## config.mk

```make
export PLATFORM = sky130hd
export DESIGN_NAME = mode_record
export DESIGN_NICKNAME = d
export VERILOG_FILES = /design/src/rtl/mode_record.sv
export SDC_FILE = /design/constraint.sdc
export NUM_CORES = 1
export LEC_CHECK = 0
export CAP_MARGIN = 5
export CORE_AREA = 2 2 224 226
export CTS_CLUSTER_DIAMETER = 200
export DETAILED_ROUTE_END_ITERATION = 12
export DIE_AREA = 0 0 226 228
export HOLD_SLACK_MARGIN = 0.15
export PLACE_DENSITY = 0.73
export SYNTH_ARGS = -nofsm -noshare
export SYNTH_HDL_FRONTEND = slang
export SYNTH_SLANG_ARGS = --single-unit
export TNS_END_PERCENT = 50
```

## constraint.sdc

```tcl
create_clock -name clk -period 3.9 [get_ports clk]
set_clock_uncertainty 0.2 [all_clocks]
set_input_delay 0.975 -clock clk [delete_from_list [all_inputs] [get_ports clk]]
set_output_delay 0.975 -clock clk [all_outputs]
set_load 0.05 [all_outputs]
```

## src/rtl/mode_record.sv

```systemverilog
// rtl/mode_record.sv - records free-mode notes into the packed song buffer (option: RECORD_SKIP_LEADING_REST_EN)
module mode_record #(
    parameter int SECOND    = 10000000,
    parameter int SONG_TIME = 56
) (
    input  logic                   clk,
    input  logic                   reset,
    input  logic                   rec_btn,
    input  logic                   clear,
    input  logic [3:0]             note_in,
    input  logic [1:0]             octave_in,
    output logic [SONG_TIME*4-1:0] song_packed,
    output logic [SONG_TIME*4-1:0] time_packed,
    output logic [SONG_TIME*2-1:0] octave_packed,
    output logic [5:0]             count,
    output logic                   recording,
    output logic                   full,
    output logic                   overflow
);

    localparam int CW = (SECOND > 2) ? $clog2(SECOND) : 1;
    localparam int IW = (SONG_TIME > 2) ? $clog2(SONG_TIME) : 1;
    localparam logic [CW-1:0] CYC_LAST = CW'(SECOND - 1);
    localparam logic [5:0]    FULL_AT  = 6'(SONG_TIME - 1);
    localparam logic [3:0]    NOTE_END = 4'hF;

    typedef enum logic [1:0] {
        ST_IDLE,
        ST_REC,
        ST_FINISH
    } state_t;

    state_t state_q, state_d;

    logic [3:0]    song_mem [SONG_TIME];
    logic [3:0]    time_mem [SONG_TIME];
    logic [1:0]    oct_mem  [SONG_TIME];

    logic          rec_prev;
    logic [3:0]    seg_note;
    logic [1:0]    seg_oct;
    logic [3:0]    units;
    logic [CW-1:0] cyc;

    logic          rec_rise;
    logic          seg_diff;
    logic          cyc_wrap;
    logic [IW-1:0] wr_idx;
    logic          skip_commit;

    logic          do_start;
    logic          do_clear;
    logic          do_commit;
    logic          do_term;
    logic          seg_load;
    logic          seg_split;
    logic          inc_units;
    logic          inc_cyc;
    logic [3:0]    c_units;

    assign rec_rise  = rec_btn & ~rec_prev;
    assign seg_diff  = (note_in != seg_note) || (octave_in != seg_oct);
    assign cyc_wrap  = (cyc == CYC_LAST);
    assign wr_idx    = count[IW-1:0];
    assign full      = (count == FULL_AT);
    assign recording = (state_q == ST_REC);

`ifdef RECORD_SKIP_LEADING_REST_EN
    // A rest before the first sounded note is not worth a slot.
    assign skip_commit = (count == 6'd0) && (seg_note == 4'd0);
`else
    assign skip_commit = 1'b0;
`endif

    // State register.
    always_ff @(posedge clk) begin
        if (!reset) begin
            state_q <= ST_IDLE;
        end else begin
            state_q <= state_d;
        end
    end

    // Next state and per-cycle datapath strobes; stop edge outranks change and split.
    always_comb begin
        state_d   = state_q;
        do_start  = 1'b0;
        do_clear  = 1'b0;
        do_commit = 1'b0;
        do_term   = 1'b0;
        seg_load  = 1'b0;
        seg_split = 1'b0;
        inc_units = 1'b0;
        inc_cyc   = 1'b0;
        c_units   = units;
        case (state_q)
            ST_IDLE: begin
                if (rec_rise) begin
                    do_start = 1'b1;
                    state_d  = ST_REC;
                end else if (clear) begin
                    do_clear = 1'b1;
                end
            end
            ST_REC: begin
                if (rec_rise) begin
                    do_commit = 1'b1;
                    state_d   = ST_FINISH;
                end else if (seg_diff) begin
                    do_commit = 1'b1;
                    seg_load  = 1'b1;
                end else if (cyc_wrap) begin
                    if (units == 4'd15) begin
                        do_commit = 1'b1;
                        c_units   = 4'd15;
                        seg_split = 1'b1;
                    end else begin
                        inc_units = 1'b1;
                    end
                end else begin
                    inc_cyc = 1'b1;
                end
            end
            ST_FINISH: begin
                do_term = 1'b1;
                state_d = ST_IDLE;
            end
            default: begin
                state_d = ST_IDLE;
            end
        endcase
    end

    // Segment tracker, entry counter and song buffer.
    always_ff @(posedge clk) begin
        if (!reset) begin
            rec_prev <= 1'b0;
            seg_note <= 4'd0;
            seg_oct  <= 2'd0;
            units    <= 4'd0;
            cyc      <= '0;
            count    <= 6'd0;
            overflow <= 1'b0;
            for (int i = 0; i < SONG_TIME; i++) begin
                song_mem[i] <= (i == 0) ? NOTE_END : 4'd0;
                time_mem[i] <= 4'd0;
                oct_mem[i]  <= 2'd0;
            end
        end else begin
            rec_prev <= rec_btn;

            if (do_start || seg_load) begin
                seg_note <= note_in;
                seg_oct  <= octave_in;
                units    <= 4'd1;
                cyc      <= '0;
            end
            if (seg_split) begin
                units <= 4'd1;
                cyc   <= '0;
            end
            if (inc_units) begin
                units <= units + 4'd1;
                cyc   <= '0;
            end
            if (inc_cyc) begin
                cyc <= cyc + 1'b1;
            end

            if (do_start) begin
                count    <= 6'd0;
                overflow <= 1'b0;
            end

            // The last slot is reserved for the terminator, so a full buffer drops the entry.
            if (do_commit && !skip_commit) begin
                if (full) begin
                    overflow <= 1'b1;
                end else begin
                    song_mem[wr_idx] <= seg_note;
                    time_mem[wr_idx] <= c_units;
                    oct_mem[wr_idx]  <= seg_oct;
                    count            <= count + 6'd1;
                end
            end

            if (do_term) begin
                song_mem[wr_idx] <= NOTE_END;
                time_mem[wr_idx] <= 4'd0;
                oct_mem[wr_idx]  <= 2'd0;
            end

            if (do_clear) begin
                count    <= 6'd0;
                overflow <= 1'b0;
                for (int i = 0; i < SONG_TIME; i++) begin
                    song_mem[i] <= (i == 0) ? NOTE_END : 4'd0;
                    time_mem[i] <= 4'd0;
                    oct_mem[i]  <= 2'd0;
                end
            end
        end
    end

    // Flatten the buffer into the packed song format.
    always_comb begin
        song_packed   = '0;
        time_packed   = '0;
        octave_packed = '0;
        for (int i = 0; i < SONG_TIME; i++) begin
            song_packed[4*i +: 4]   = song_mem[i];
            time_packed[4*i +: 4]   = time_mem[i];
            octave_packed[2*i +: 2] = oct_mem[i];
        end
    end

endmodule

```

# Word level (Yosys, flattened, before mapping)
# Memories as Yosys holds them, arrays and structs flattened.
# Index checks and enable logic that the tools add are counted.
# Widths: inputs -> output; s select.
# classes
n_eq_ne	9
div_mod_pow	0
n_mul	0
n_bitwise	174
n_reduce_logical	10
shifts	0
magnitude_cmp	0
mux	238
addsub	3
# op_table
op	n
$mux 4	124
$or 1x1->1	171
$mux 2	60
$mux 24	4
$mux 1	43
$mux 6	6
$add 24x1->24 const B	1
$eq 24x24->1 const B	1
$reduce_or 4->1	2
$add 6x1->6 const B	1
$eq 6x6->1 const B	1
$add 4x1->4 const B	1
$eq 4x4->1 const B	1
$ne 4x4->1	1
$pmux 2 s2	1
$reduce_bool 4->1	1
$reduce_or 2->1	2
$reduce_bool 3->1	1
$eq 2x1->1 const B	1
$eq 2x2->1 const B	1
$logic_not 2->1	1
$logic_or 1x1->1	2
$ne 2x1->1 const B	1
$ne 2x2->1	1
4 further kinds	5
# word_totals
mem_bits_ro	0
regBits	44
latch_bits	0
elab_cells	445
mem_bits_rw	560
mem_count	3
# memory_table
name	words	word_bits	rd	rd_clocked_by_memory_dff	wr	line_no	source
song_mem	56	4	56	0	56	35	logic [3:0] song_mem [SONG_TIME];
time_mem	56	4	56	0	56	36	logic [3:0] time_mem [SONG_TIME];
oct_mem	56	2	56	0	56	37	logic [1:0] oct_mem [SONG_TIME];

# Logic depth before layout (Yosys ltp)
# logic_depth
depth_word	12
ltp_mapped	10
mapped_depth_nobuf	7

# Worst setup path after synthesis
# Ideal clock, no wire load.
# synth_timing
path_kind	register -> register
start	register count[4]
end	memory oct_mem[1][0], enable pin
period_less_slack_ns	3.746
t_required_ns	3.314
setup_ns	0.386
arrival_time_ns	3.159
stages_incl_launch_ff	11
slack_ns	0.154
path_cell_list	dfxtp_1 -> buf_2 -> nand2_1 -> nor2_1 -> and3_1 -> clkbuf_1 -> a211oi_1 -> nor2_1 -> clkbuf_1 -> clkbuf_1 -> o21ai_0
# synth_lines
element	line_no	source
from (decl)	15	output logic [5:0] count,
from (signal assigned)	183	count <= count + 6'd1;
to (decl)	37	

# Final worst setup path
# layout_timing
start	register state_q[1]
end	output port recording
# layout_via
elab_chain_len	1
# layout_rtl
element	line_no	source
from (decl)	33	state_t state_q, state_d;
from (signal assigned)	80	state_q <= state_d;
$eq 2x1->1	66	assign recording = (state_q == ST_REC);
to (decl)	16	output logic recording,
# No other way between the ends.

==> impl_metrics.env <==
export IMPL_grt_pass1_vias=15800
export IMPL_tightestPinTransition_ps=922
export IMPL_ctsHoldBuffers=0
export IMPL_crit_type="reg -> out"
export IMPL_drive_gt1_share_pct=9.82
export IMPL_synth_area_leaders="edfxtp_1 75%, nor2_1 10%, dfxtp_1 3.9%"
export IMPL_cts_resized=0
export IMPL_hp_class="reg -> reg"
export IMPL_antenna_left=0
export IMPL_drt_iter0_drc=1597
export IMPL_syn_to_final_growth_pct=41.7
export IMPL_top_level_ports=579
export IMPL_post_drt_wl_per_cell_um=24.9
export IMPL_die_h_um=228
export IMPL_cts_setup_buffers=0
export IMPL_report_final_slew_viol_count=0
export IMPL_peakVddDrop_mv=0.385
export IMPL_core_area_sq_um=49300
export IMPL_clk_latency_ps=600
export IMPL_final_cell_mix="595 x nor2_1, 576 x clkdlybuf4s50_1, 560 x edfxtp_1"
export IMPL_rows=82
export IMPL_layout_setup_ws_ps=434
export IMPL_nets=2327
export IMPL_dr_pass1_iters=6
export IMPL_fp_dieW_um=226
export IMPL_yosysTopAreaCell="edfxtp_1"
export IMPL_vias_per_cell=5.45
export IMPL_synthFlopType="edfxtp_1"
export IMPL_numPortBuffers=578
export IMPL_clk_path_buf_depth=3
export IMPL_ys_seq_area_share_pct=78.8
export IMPL_cts_root_buf="clkbuf_16"
export IMPL_grt_pass1_wl_mm=108
export IMPL_grt_antenna_before_repair=0
export IMPL_gp_congestion=0.886
export IMPL_power_density_nw_per_um2=501
export IMPL_crit_path_start_kind="flop"
export IMPL_worstPathRequired_ps=2720
export IMPL_dp_slack_ps=128
export IMPL_hold_violations=0
export IMPL_max_slew_margin_pct=38.1
export IMPL_synth_edf_count=560
export IMPL_rsz0062_at_grt="false"
export IMPL_syn_inst=1670
export IMPL_wl_mm=75.7
export IMPL_final_common_cell="nor2_1"
export IMPL_outcome="complete, no violations"
export IMPL_crit_path_max_fanout=11
export IMPL_layout_cells_non_filler=3036
export IMPL_syn_area_sq_um=22500
export IMPL_dp_cells=2926
export IMPL_numCtsBuffers=58
export IMPL_die_area_sq_um=51500
export IMPL_grt_usage_pct=28.9
export IMPL_setup_violations=0
export IMPL_synth_fp_nets=1683
export IMPL_cap_viol_max_count=0
export IMPL_drc_errors=0
export IMPL_endpoint_kind="output port"
export IMPL_p_leak_nw=10.9
export IMPL_cts_tree="done"
export IMPL_num_vias=16500
export IMPL_path_clk_slew_ps=60
export IMPL_cts_sinks=604
export IMPL_synth_seq_cells=604
export IMPL_yosys_warnings=0
export IMPL_post_synth_top_area_fraction_pct=74.9
export IMPL_ys_types=48
export IMPL_period_share_pct=88.9
export IMPL_dpl_hpwl_mm=52.0
export IMPL_tns_ps=0
export IMPL_initial_utilization_pct=45.5
export IMPL_fmax_mhz=288
export IMPL_arrival_ps=2290
export IMPL_grt_max_degree=60
export IMPL_grt_overflow=0
export IMPL_syn_avg_cell_area_sq_um=13.4
export IMPL_htree_levels=2
export IMPL_min_period_ps=3470
export IMPL_async_flop_share_pct=0
power breakdown:
part	internal [mW]	total (mW)	switching [mW]
combinational	0.759	2.75	1.99
sequential	7.47	7.64	0.166
clock	3.19	5.55	2.37
sequential cells by signal, indices dropped and copies added, names as in the netlist:
register	count
seg_oct	2
count	6
time_mem	224
song_mem	224
rec_prev	1
state_q	2
oct_mem	112
seg_note	4
units	4
cyc	24
overflow	1
path summary, 6_finish.rpt:
path	depth (start not counted)	end	slack, ps	from
setup / recovery	3	recording	430	state_q[1]
hold reg to reg	1	state_q[1]	210	rec_prev
hold / removal	1	state_q[1]	210	rec_prev
setup reg to reg	8	time_mem[37][1]	500	cyc[6]
Yosys cell counts, types with 2 or more instances:
library cell  instances
nand3b_1              3
nor3b_1               7
or2_2                 2
or3_1                 5
mux2i_1               7
ha_1                  3
nor2b_1               3
and3_1               10
o21ai_0              56
dfxtp_1              44
and4_1                3
a31oi_1               2
nand2_1              82
a21oi_1               7
buf_2                33
inv_1                 5
xnor2_1              11
clkbuf_1             76
nand2b_1              7
o21bai_1              2
nand4_1              10
nor4_1                3
xor2_1               18
nand3_1              74
edfxtp_1            560
buf_1                 2
nor3_1                7
and2_1                3
nor2_1              597
and3b_1               3
mux2_2                2
a21oi_2               4
o21ai_1               3
a22oi_1               2
per-layer routing:
metal  vias to the layer above  track usage [%]  wire length [um]
met1                      8139             36.5             27200
met2                      1089             47.4             36800
met3                       202             6.66              7820
li1                       7103                -                 -
met5                         -                0                 0
met4                         0             13.2              3830
per-stage QoR:
stage	power [mW]	utilization [%]	hold WS [ps]	cell area (sq um)
after floorplan	9.37	-	189	22500
after global placement	10.5	60.6	199	29900
after detailed placement	10.5	60.6	208	29900
after CTS	16.0	64.5	217	31800
after global routing	16.3	64.5	260	31800
final	15.9	64.5	214	31800
area by class of cell:
class                           count  area, sq um
Antenna cell                        1         2.50
Clock buffer                       79         1630
Clock inverter                     30          246
Fill cell                        3548        17500
Inverter                            5         18.8
Multi-Input combinational cell    949         4420
Sequential cell                   604        17700
Tap cell                          672          841
Timing Repair Buffer              696         6950
logic make-up after synthesis:
group / synth area share, %
simple gates: 15.1
flops: 78.8
buf+inv: 2.15
compound gates: 2.18
xor+xnor: 1.13
mux: 0.412
fa+ha+maj: 0.167
critical path, stage by stage (launching register included):
cell	delay, ps
dfxtp_1	540
nand2b_1	370
inv_1	80
clkdlybuf4s50_1	710
No activity file was read; power rests on OpenSTA's default activity.
